--- config.mk ---
export PLATFORM = sky130hd
export DESIGN_NAME = inv_delay_line
export DESIGN_NICKNAME = d
export VERILOG_FILES = /design/src/rtl/inv_delay_line.sv
export SDC_FILE = /design/constraint.sdc
export NUM_CORES = 1
export LEC_CHECK = 0
export BUFFER_PORTS_ARGS = -buffer_cell sky130_fd_sc_hd__buf_4
export CORE_MARGIN = 1.5
export CORE_UTILIZATION = 50
export DETAILED_ROUTE_END_ITERATION = 8
export GPL_TIMING_DRIVEN = 0
export HOLD_SLACK_MARGIN = 0.02
export PLACE_DENSITY = 0.71
export SYNTH_ARGS = -nofsm -noshare
export SYNTH_HDL_FRONTEND = slang
export SYNTH_SLANG_ARGS = --single-unit
--- constraint.sdc ---
create_clock -name clk -period 2.2 [get_ports clk]
set_input_delay 0.33 -clock clk [delete_from_list [all_inputs] [get_ports clk]]
set_output_delay 0.33 -clock clk [all_outputs]
set_load 0.02 [all_outputs]
--- src/rtl/inv_delay_line.sv ---
// ---------------------------------------------------------------------------
// inv_delay_line
//   WIDTH-channel programmable delay line with optional inversion. Each channel
//   is a DEPTH-stage synchronous shift register. A tap mux picks stage dly_q,
//   and the result is registered onto out. The effective delay is dly+1 cycles.
//
//   Optional feature macro: INV_DLY_EDGE_CNT_EN
//     defined   -> edge_cnt counts out[0] toggles while valid is high
//                  (wraps at 16 bits; cleared by reset and by a delay change)
//     undefined -> edge_cnt is tied to zero and no counter logic is built
//
// Ports
//   clk       in   1      rising-edge clock
//   reset     in   1      synchronous active-high reset
//   in        in   WIDTH  channel inputs, captured every edge
//   dly       in   DW     delay select (delay = dly+1 cycles)
//   invert    in   1      1: out is the inverted tap, 0: out is the plain tap
//   out       out  WIDTH  registered delayed channels
//   valid     out  1      out holds data captured after the last reset/delay change
//   edge_cnt  out  16     out[0] toggle count (zero when the feature is off)
// ---------------------------------------------------------------------------
module inv_delay_line #(
  parameter int WIDTH = 8,
  parameter int DEPTH = 16,
  parameter int DW    = $clog2(DEPTH)
) (
  input  logic             clk,
  input  logic             reset,
  input  logic [WIDTH-1:0] in,
  input  logic [DW-1:0]    dly,
  input  logic             invert,
  output logic [WIDTH-1:0] out,
  output logic             valid,
  output logic [15:0]      edge_cnt
);

  localparam logic [DW:0] FCNT_MAX = (DW+1)'(DEPTH);

  logic [WIDTH-1:0] sr_r [DEPTH];
  logic [DW-1:0]    dly_r;
  logic [DW:0]      fcnt_r;
  logic [WIDTH-1:0] out_r;
  logic             valid_r;

  logic [WIDTH-1:0] tap_s;
  logic             change_s;
  logic             valid_nxt_s;
  logic [DW:0]      fcnt_nxt_s;

  // Tap selection, delay-change detection and fill-counter next state
  always_comb begin
    tap_s       = sr_r[dly_r] ^ {WIDTH{invert}};
    change_s    = (dly != dly_r);
    // The tap holds post-change data only once more samples have been
    // captured since the change than the tap index.
    valid_nxt_s = (fcnt_r > {1'b0, dly_r}) && !change_s;
    if (change_s) begin
      fcnt_nxt_s = '0;
    end else if (fcnt_r != FCNT_MAX) begin
      fcnt_nxt_s = fcnt_r + {{DW{1'b0}}, 1'b1};
    end else begin
      fcnt_nxt_s = fcnt_r;
    end
  end

  // Shift register, delay register, fill counter and registered outputs
  always_ff @(posedge clk) begin
    if (reset) begin
      for (int k = 0; k < DEPTH; k++) begin
        sr_r[k] <= '0;
      end
      dly_r   <= '0;
      fcnt_r  <= '0;
      out_r   <= '0;
      valid_r <= 1'b0;
    end else begin
      sr_r[0] <= in;
      for (int k = 1; k < DEPTH; k++) begin
        sr_r[k] <= sr_r[k-1];
      end
      dly_r   <= dly;
      fcnt_r  <= fcnt_nxt_s;
      out_r   <= tap_s;
      valid_r <= valid_nxt_s;
    end
  end

  assign out   = out_r;
  assign valid = valid_r;

`ifdef INV_DLY_EDGE_CNT_EN
  logic [15:0] edge_cnt_r;

  // out[0] toggle counter; an edge counts when valid is already high and out[0] is about to change
  always_ff @(posedge clk) begin
    if (reset) begin
      edge_cnt_r <= 16'h0000;
    end else if (change_s) begin
      edge_cnt_r <= 16'h0000;
    end else if (valid_r && (tap_s[0] != out_r[0])) begin
      edge_cnt_r <= edge_cnt_r + 16'h0001;
    end else begin
      edge_cnt_r <= edge_cnt_r;
    end
  end

  assign edge_cnt = edge_cnt_r;
`else
  assign edge_cnt = 16'h0000;
`endif

endmodule

==> summary.md, run 1 <==
| Metric | Value |
|---|---|
| Area grow syn2layout | `19.8%` |
| Mux contribution to synthesized area | `0.198` |
| Fmax | `485 MHz` |
| Max-slew headroom | `0.554` |
| Port buffer count | `22` |
| Compound-Gate Fraction of Synth Area | `0.00458` |
| Initial antenna violation count | `0` |
| CP Class | `reg -> reg` |
| Worst Path Buf+Inv | `2` |
| DR vias | `3179` |
| Period utilisation layout | `0.938` |
| Antenna Cells | `0` |
| Critical path's largest stage delay | `0.57 ns` |
| RSZ-0062 raised after global routing | `false` |
| Worst VDD drop | `0.543 mV` |
| Comb power frac | `0.057` |
| Final Hold Slack | `0.0319 ns` |
| All-Layer GR Usage | `0.194` |
| Predominant post-synthesis flop cell | `dfxtp_1` |
| Antenna-violating nets left | `0` |
| Core Area | `0.0105 sq mm` |
| First-pass GRT wire length | `16400 microns` |
| Nets | `513` |
| Pins Over Slew Limit | `0` |
| FFs w/ async S/R, synth | `0` |
| Synth area leaders | `dfxtp_1 53%, nor2b_1 15%, mux4_1 14%` |
| Unique masters post-synth | `25` |
| First-pass DRT Iterations | `4` |
| Reg power frac | `0.445` |
| Synth Register Bits | `146` |
| Leading area contributor after synthesis | `dfxtp_1` |
| Synthesized area per cell | `12.7 sq um` |
| Run status | `complete, no violations` |
| Worst Path Arrival | `2.45 ns` |
| Die H | `108 microns` |
| Fillers | `831` |
| Clk pwr share | `0.498` |
| Hold path depth | `2` |
| Crit path capture type | `flip-flop` |
| Via density | `4.96` |
| 1st-iter DRT viols | `67` |
| Largest net degree at the start of global routing | `17` |
| Fin util | `0.626` |
| Sequential fraction of the synthesis area | `0.535` |
| GP Congestion | `0.734` |
| Overflow after GRT | `0` |
| Die Width | `108 microns` |
| Max_cap viols | `0` |
| Post-Synth XOR/XNOR Area | `0.0256` |
| Tightest Pin Transition | `0.660 ns` |
| R2R Path Start | `dly_r[1]$_SDFF_PP0_` |
| Critical path startpoint category | `flip-flop` |
| R2R setup slack | `0.14 ns` |
| Req. time, crit path | `2.59 ns` |
| Final setup viols | `0` |
| Cell Chain, Critical Path | `buf_6, buf_6, mux4_1, mux2i_1, mux2i_1, xnor2_1, nor2_1` |
| Pleak | `0.00272 uW` |
| CTS clock-pin slew for the worst setup and hold paths | `0.06 ns` |
| Synth cell count leaders | `146 x dfxtp_1, 133 x nor2b_1, 29 x mux4_1` |
| Post-Syn Instances | `431` |
| Setup Fix Bufs, Post-CTS | `0` |
| Initial Util | `0.522` |
| Remaining DRCs | `0` |
| Hold Vio Cnt, Final | `0` |
| Sw power | `1340 uW` |
| Hold WC Path Type | `in -> reg` |
| Register area | `0.00292 sq mm` |
| WL/cell | `15.8 microns` |
| Post-Synth Adder-Cell Area | `0.0137` |
| HPWL after DPL | `6770 microns` |
| YS warnings | `0` |
| Number of top-level pins | `40` |
| Largest family of logic cells by synthesized area | `multiplexers` |
| Number of CTS-inserted buffers | `17` |
| Int Pwr | `4740 uW` |
| Clock Sinks | `146` |
| CTS tree | `built` |
| Area of the multi-input gates | `0.00230 sq mm` |
| Post-synth EDFFs | `0` |
| Family with the most delay on the worst path | `multiplexers` |
| CP max FO | `10` |
| Share of post-route cells with drive strength above 1 | `0.164` |
| Sw Share | `0.220` |
| Most frequent cell after synthesis | `dfxtp_1` |
| Hold Path Origin | `in[0]` |
| Clk buf depth | `2` |
| Post-synth top area share | `0.535` |
| H-tree lvl count | `4` |
| Synth Area in Simple Gates | `0.168` |
| RR Endpoint | `out[1]$_SDFF_PP0_` |
| Final wirelength | `10100 microns` |
| R2R cell count | `7` |
| Crit-path slowest cell | `mux4_1` |
| Worst Skew | `0.00644 ns` |
| FP Rows | `37` |
| Synth Cell Area | `0.00546 sq mm` |
| Number of global-route vias before repair | `3175` |
| WP depth | `7` |
| PwrDens | `929 mW/mm^2` |
| Hold path endpoint | `sr_r[0][0]$_SDFF_PP0_` |
| Skew-Pair Late Insertion Delay | `0.53 ns` |
| Root Driver | `clkbuf_8` |
| Setup TNS | `0 ns` |
| Period minus WS final | `2.06 ns` |
| Die Footprint | `0.0116 sq mm` |
## placed cells by master (no fill, tap or decap), drive strengths merged
cell and instances:
a21oi 1, buf 49, bufinv 4, clkbuf 34
clkinv 3, clkinvlp 2, conb 16, dfxtp 146
dlygate4sd3 6, ha 6, inv 10, mux2i 25
mux4 32, nand3 2, nand4 2, nor2 13
nor2b 133, nor3 1, nor4b 1, o21a 2
o21ai 1, xnor2 14, xor2 2
## what timing repair did
item / in CTS / in global routing
setup endpoints to repair: 0 / 4
resized for setup: 0 / 1
hold buffers: 6 / 0
endpoints found under the hold margin: 6 / 0
## state kept, by name, summed over array words and instances, names as in the netlist
| name | count |
|---|---|
| valid | 1 |
| sr_r | 128 |
| out | 8 |
| dly_r | 4 |
| fcnt_r | 5 |
## area by class of cell
cell class                      instances  share of cell area
Buffer                                 42              0.0422
Inverter                                6             0.00344
Tap cell                              136              0.0260
Sequential cell                       146               0.447
Timing Repair Buffer                   28              0.0344
Clock buffer                           19              0.0660
Clock inverter                         13              0.0304
Multi-Input combinational cell        251               0.351
## stage by stage
stage                     total power (uW)  cells  setup slack [ns]  instance area (sq um)
after floorplan                       3000    446             0.525                   5520
after global placement                3100    604            0.0994                   5860
after detailed placement              3100    604            0.0455                   5860
after CTS                             6130    642            0.0615                   6550
after global routing                  6280    641            0.0593                   6550
final                                 6080    641             0.136                   6550
## cell families (layout without fill, tap and decap cells)
logic type | after synthesis | after routing
and+or+nand+nor | 152 | 152
muxes | 57 | 57
AOI/OAI and AO/OA | 4 | 4
other | 1 | 16
buffers and inverters | 49 | 108
xor gates and xnor gates | 16 | 16
adders and majority gates | 6 | 6
DFF | 146 | 146
## worst max path at each step
stage               slack [ns]           startpoint           endpoint
floorplan                 0.52  dly_r[1]$_SDFF_PP0_   valid$_SDFF_PP0_
global placement           0.1  dly_r[2]$_SDFF_PP0_  out[1]$_SDFF_PP0_
detailed placement        0.05  dly_r[2]$_SDFF_PP0_  out[1]$_SDFF_PP0_
CTS                       0.06  dly_r[2]$_SDFF_PP0_  out[1]$_SDFF_PP0_
global route              0.06  dly_r[1]$_SDFF_PP0_  out[7]$_SDFF_PP0_
finish                    0.14  dly_r[1]$_SDFF_PP0_  out[1]$_SDFF_PP0_
## per-layer routing
metal / GRT usage / part of all wire
met3: 0.0472 / 0.040
met1: 0.237 / 0.45
met2: 0.333 / 0.50
met4: 0.0733 / 0.015
met5: 0 / 0
## power groups by stage
stage          logic (uW)  clock network [uW]  registers (uW)
6_report              348                3030            2700
5_1_grt               377                3200            2710
4_1_cts               355                3070            2700
3_5_place_dp          346                   0            2760
3_3_place_gp          342                   0            2760
2_1_floorplan         233                   0            2770
Note: power is estimated with default switching activity, not from simulation.
==> run 2: changes to the inputs <==
--- a/config.mk
+++ b/config.mk
@@ -8,6 +8,8 @@
 export BUFFER_PORTS_ARGS = -buffer_cell sky130_fd_sc_hd__buf_4
 export CORE_MARGIN = 1.5
 export CORE_UTILIZATION = 50
+export CTS_BUF_LIST = sky130_fd_sc_hd__clkbuf_8
+export CTS_CLUSTER_SIZE = 24
 export DETAILED_ROUTE_END_ITERATION = 8
 export GPL_TIMING_DRIVEN = 0
 export HOLD_SLACK_MARGIN = 0.02
==> run 2 against run 1 <==
Via count is 2.7% lower. Non-clock buffer count is 6 lower. Final area is 3.7% lower. Critical path depth stayed put. Combinational power is 3% lower. Total power is 12% lower. Critical endpoint unchanged.
==> summary.md, run 2 (synthesized netlist as in run 1, its figures left out) <==
| Metric | Value |
|---|---|
| Sw Share | `0.231` |
| Worst Path Arrival | `2.36 ns` |
| FP Rows | `37` |
| Initial antenna violation count | `0` |
| R2R setup slack | `0.15 ns` |
| Number of CTS-inserted buffers | `17` |
| PnR Total Power | `5360 uW` |
| Largest net degree at the start of global routing | `17` |
| Run status | `complete, no violations` |
| Reg power frac | `0.504` |
| Via density | `4.87` |
| Max-slew headroom | `0.564` |
| Overflow after GRT | `0` |
| Final setup viols | `0` |
| 1st-iter DRT viols | `67` |
| Post-CTS Hold Buffers | `0` |
| Worst Skew | `0.0123 ns` |
| Hold WC Path Type | `in -> reg` |
| GP Congestion | `0.734` |
| Antenna Cells | `0` |
| Setup TNS | `0 ns` |
| Final Hold Slack | `0.0910 ns` |
| Final wirelength | `9850 microns` |
| Clk buf depth | `2` |
| Pins Over Slew Limit | `0` |
| Die H | `108 microns` |
| Initial Util | `0.522` |
| Fillers | `871` |
| HPWL after DPL | `6770 microns` |
| CTS tree | `built` |
| WL/cell | `15.5 microns` |
| Critical path startpoint category | `flip-flop` |
| Period minus WS final | `2.05 ns` |
| Area grow syn2layout | `15.4%` |
| First-pass GRT wire length | `16100 microns` |
| Remaining DRCs | `0` |
| Worst VDD drop | `0.801 mV` |
| Core Area | `0.0105 sq mm` |
| Tightest Pin Transition | `0.645 ns` |
| Nets | `507` |
| Clock Sinks | `146` |
| Pleak | `0.00261 uW` |
| Sw power | `1240 uW` |
| Req. time, crit path | `2.51 ns` |
| CTS clock-pin slew for the worst setup and hold paths | `0.09 ns` |
| All-Layer GR Usage | `0.191` |
| CP max FO | `10` |
| Die Width | `108 microns` |
| Largest Register | `sr_r` |
| H-tree lvl count | `4` |
| Crit path capture type | `flip-flop` |
| RSZ-0062 raised after global routing | `false` |
| First-pass DRT Iterations | `4` |
| Comb power frac | `0.063` |
| PnR worst setup slack | `0.151 ns` |
| Most common cell after layout, fill and taps aside | `dfxtp_1` |
| Antenna-violating nets left | `0` |
| CP Class | `reg -> reg` |
| Max FFs per register | `128` |
| Root Driver | `clkbuf_8` |
| Period utilisation layout | `0.932` |
| Max_cap viols | `0` |
| Dpl ws | `0.0455 ns` |
| Most frequent cells in the layout | `146 x dfxtp_1, 133 x nor2b_1, 40 x buf_4` |
| Skew-Pair Late Insertion Delay | `0.44 ns` |
| Die Footprint | `0.0116 sq mm` |
| Clk pwr share | `0.433` |
| Int Pwr | `4120 uW` |
| Fmax | `488 MHz` |
| Port buffer count | `22` |
| PwrDens | `850 mW/mm^2` |
| Hold Vio Cnt, Final | `0` |
| Number of top-level pins | `40` |
| Number of global-route vias before repair | `3139` |
| DR vias | `3093` |
| Share of post-route cells with drive strength above 1 | `0.166` |
-- run 2: cell count changes in the layout (fill, tap and decap cells not counted) --
cell           previous run  this run
clkbuf_16                16         0
clkbuf_8                  2        18
dlygate4sd3_1             6         0
clkbuf_1                 15        14
inv_1                     6         7
-- run 2: timing repair --
action	4_1_cts	5_1_grt
resized for setup	0	1
setup buffers	0	0
endpoints found under the setup margin	0	4
-- run 2: path summary, 6_finish.rpt --
kind                           from                     end  cells past startpoint
min                           in[7]   sr_r[0][7]$_SDFF_PP0_                      2
min reg2reg  sr_r[11][4]$_SDFF_PP0_  sr_r[12][4]$_SDFF_PP0_                      1
max reg2reg     dly_r[1]$_SDFF_PP0_       out[1]$_SDFF_PP0_                      7
max             dly_r[1]$_SDFF_PP0_       out[1]$_SDFF_PP0_                      7
-- run 2: area by class of cell --
| type | instances | area [sq um] | share of cell area |
|---|---|---|---|
| Sequential cell | 146 | 2920 | 0.464 |
| Multi-Input combinational cell | 251 | 2300 | 0.364 |
| Buffer | 42 | 277 | 0.0439 |
| Clock buffer | 18 | 248 | 0.0393 |
| Clock inverter | 14 | 203 | 0.0321 |
| Tap cell | 136 | 170 | 0.0270 |
| Timing Repair Buffer | 22 | 165 | 0.0262 |
| Inverter | 6 | 22.5 | 0.00357 |
-- run 2: power by group through the flow --
stage                     clock network, uW  registers [uW]  logic, uW
after CTS                              2360            2700        346
after floorplan                           0            2770        233
after global placement                    0            2760        342
after global routing                   2490            2700        367
after detailed placement                  0            2760        346
final                                  2320            2700        339
-- run 2: per-layer routing --
metal	routed length [microns]	vias up	track usage
li1	-	1538	-
met1	4470	1476	0.230
met2	4870	64	0.328
met3	354	15	0.0545
met4	157	0	0.0658
met5	0	-	0
-- run 2: worst max-delay path: stages (launching register included) --
cell and delay, ns:
dfxtp_1 0.33, buf_6 0.17, buf_6 0.20, mux4_1 0.56, mux2i_1 0.27, mux2i_1 0.15, xnor2_1 0.17, nor2_1 0.05
-- run 2: metrics by stage --
step / util / cells / cell area (sq um)
final: 0.603 / 635 / 6300
after CTS: 0.603 / 636 / 6310
after global routing: 0.603 / 635 / 6300
after global placement: 0.560 / 604 / 5860
after detailed placement: 0.560 / 604 / 5860
after floorplan: - / 446 / 5520
==> run 3: changes to the inputs <==
--- a/config.mk
+++ b/config.mk
@@ -7,13 +7,14 @@
 export LEC_CHECK = 0
 export BUFFER_PORTS_ARGS = -buffer_cell sky130_fd_sc_hd__buf_4
 export CORE_MARGIN = 1.5
-export CORE_UTILIZATION = 50
+export CORE_UTILIZATION = 62
 export CTS_BUF_LIST = sky130_fd_sc_hd__clkbuf_8
 export CTS_CLUSTER_SIZE = 24
 export DETAILED_ROUTE_END_ITERATION = 8
+export GPL_ROUTABILITY_DRIVEN = 0
 export GPL_TIMING_DRIVEN = 0
 export HOLD_SLACK_MARGIN = 0.02
-export PLACE_DENSITY = 0.71
+export PLACE_DENSITY = 0.85
 export SYNTH_ARGS = -nofsm -noshare
 export SYNTH_HDL_FRONTEND = slang
 export SYNTH_SLANG_ARGS = --single-unit
==> run 3 against run 2 <==
Total power is 6.0% lower. Critical path type unchanged. Clock skew is 0.0018 ns lower. Highest routed layer unchanged. Fmax is 1.4% lower. Via count is 3.1% higher.
==> summary.md, run 3 (synthesized netlist as in run 1, its figures left out) <==
| Metric | Value |
|---|---|
| First-pass DRT Iterations | `4` |
| Most frequent cells in the layout | `146 x dfxtp_1, 133 x nor2b_1, 40 x buf_4` |
| Number of CTS-inserted buffers | `17` |
| Hold Vio Cnt, Final | `0` |
| R2R setup slack | `0.12 ns` |
| H-tree lvl count | `4` |
| HPWL after DPL | `6810 microns` |
| RR Endpoint | `out[4]$_SDFF_PP0_` |
| Setup TNS | `0 ns` |
| R2R Path Start | `dly_r[2]$_SDFF_PP0_` |
| Clock Sinks | `146` |
| Remaining DRCs | `0` |
| PnR worst setup slack | `0.122 ns` |
| Area grow syn2layout | `13.5%` |
| Nets | `508` |
| Die Width | `96.9 microns` |
| 1st-iter DRT viols | `120` |
| Critical path startpoint category | `flip-flop` |
| CP max FO | `10` |
| RSZ-0062 raised after global routing | `false` |
| Fin util | `0.718` |
| Share of post-route cells with drive strength above 1 | `0.168` |
| Initial Util | `0.633` |
| Number of global-route vias before repair | `3369` |
| WL/cell | `16.8 microns` |
| Port buffer count | `22` |
| Antenna Cells | `0` |
| Largest Register | `sr_r` |
| Most common cell after layout, fill and taps aside | `dfxtp_1` |
| Pins Over Slew Limit | `0` |
| Final cell count without fillers | `608` |
| Req. time, crit path | `2.50 ns` |
| CTS clock-pin slew for the worst setup and hold paths | `0.09 ns` |
| CTS tree | `built` |
| DR vias | `3189` |
| Final Hold Slack | `0.102 ns` |
| Dpl ws | `0.168 ns` |
| Period minus WS final | `2.08 ns` |
| Fillers | `602` |
| Number of top-level pins | `40` |
| Worst Path Arrival | `2.38 ns` |
| Run status | `complete, no violations` |
| Initial antenna violation count | `0` |
| Pleak | `0.00256 uW` |
| Period utilisation layout | `0.944` |
| First-pass GRT wire length | `16700 microns` |
| Tightest Pin Transition | `0.689 ns` |
| Fmax | `481 MHz` |
| Skew-Pair Late Insertion Delay | `0.44 ns` |
| All-Layer GR Usage | `0.236` |
| Antenna-violating nets left | `0` |
| Final setup viols | `0` |
| Post-CTS Hold Buffers | `0` |
| Worst VDD drop | `0.687 mV` |
| Setup Fix Bufs, Post-CTS | `0` |
| Max_cap viols | `0` |
| CP Class | `reg -> reg` |
| Critical path origin | `dly_r[2]$_SDFF_PP0_` |
| Largest net degree at the start of global routing | `17` |
| Max FFs per register | `128` |
| Final wirelength | `10200 microns` |
| Worst Skew | `0.0105 ns` |
| Clk buf depth | `2` |
| Root Driver | `clkbuf_8` |
| Overflow after GRT | `0` |
| Die Footprint | `0.00938 sq mm` |
| Crit path capture type | `flip-flop` |
| Post_cts resized | `0` |
| PwrDens | `812 mW/mm^2` |
| Via density | `5.25` |
| Max-slew headroom | `0.534` |
| Placed Cells | `576` |
| Core Area | `0.00864 sq mm` |
| Die H | `96.9 microns` |
| Hold WC Path Type | `in -> reg` |
| FP Rows | `34` |
| R2R cell count | `7` |
| CP endpoint | `out[4]$_SDFF_PP0_` |
## run 3: power breakdown
part	leakage [uW]	switching, uW	internal [uW]	total, uW
combinational	0.00121	188	154	343
clock	0.000174	1060	934	2000
sequential	0.00118	16.4	2680	2700
## run 3: worst min-delay path by stage
stage	start	cells past startpoint	slack (ns)	endpoint
after global placement	sr_r[12][2]$_SDFF_PP0_	1	0.43	sr_r[13][2]$_SDFF_PP0_
after floorplan	sr_r[10][0]$_SDFF_PP0_	1	0.43	sr_r[11][0]$_SDFF_PP0_
after detailed placement	sr_r[5][1]$_SDFF_PP0_	1	0.45	sr_r[6][1]$_SDFF_PP0_
final	in[4]	2	0.10	sr_r[0][4]$_SDFF_PP0_
after global routing	in[6]	2	0.10	sr_r[0][6]$_SDFF_PP0_
after CTS	in[3]	2	0.09	sr_r[0][3]$_SDFF_PP0_
## run 3: area by class of cell
cell class,instances,area (sq um),area share
repair buffers,22,165,0.0266
well taps,108,135,0.0218
multi-input cells,251,2300,0.370
clock inverters,14,133,0.0214
clock buffers,18,248,0.0400
plain buffers,43,278,0.0448
flip-flops and latches,146,2920,0.471
inverters,6,22.5,0.00363
## run 3: metrics by stage
step                      total power (uW)  area [sq um]
after global placement                3090          5820
after global routing                  5190          6200
final                                 5040          6200
after detailed placement              3100          5820
after CTS                             5050          6200
after floorplan                       3000          5520
## run 3: per-layer routing
metal  part of all wire  GRT usage  vias to the layer above
li1                   -          -                     1529
met1               0.42      0.267                     1581
met2               0.53      0.424                       62
met3              0.033     0.0542                       17
met4              0.019      0.105                        0
met5                  0          0                        -
## run 3: worst max-delay path: stages, from the launching register on
cell and delay, ns:
dfxtp_1 0.32, clkbuf_1 0.30, buf_2 0.36, mux4_2 0.34
mux2i_1 0.27, mux2i_1 0.14, xnor2_1 0.15, nor2_1 0.05
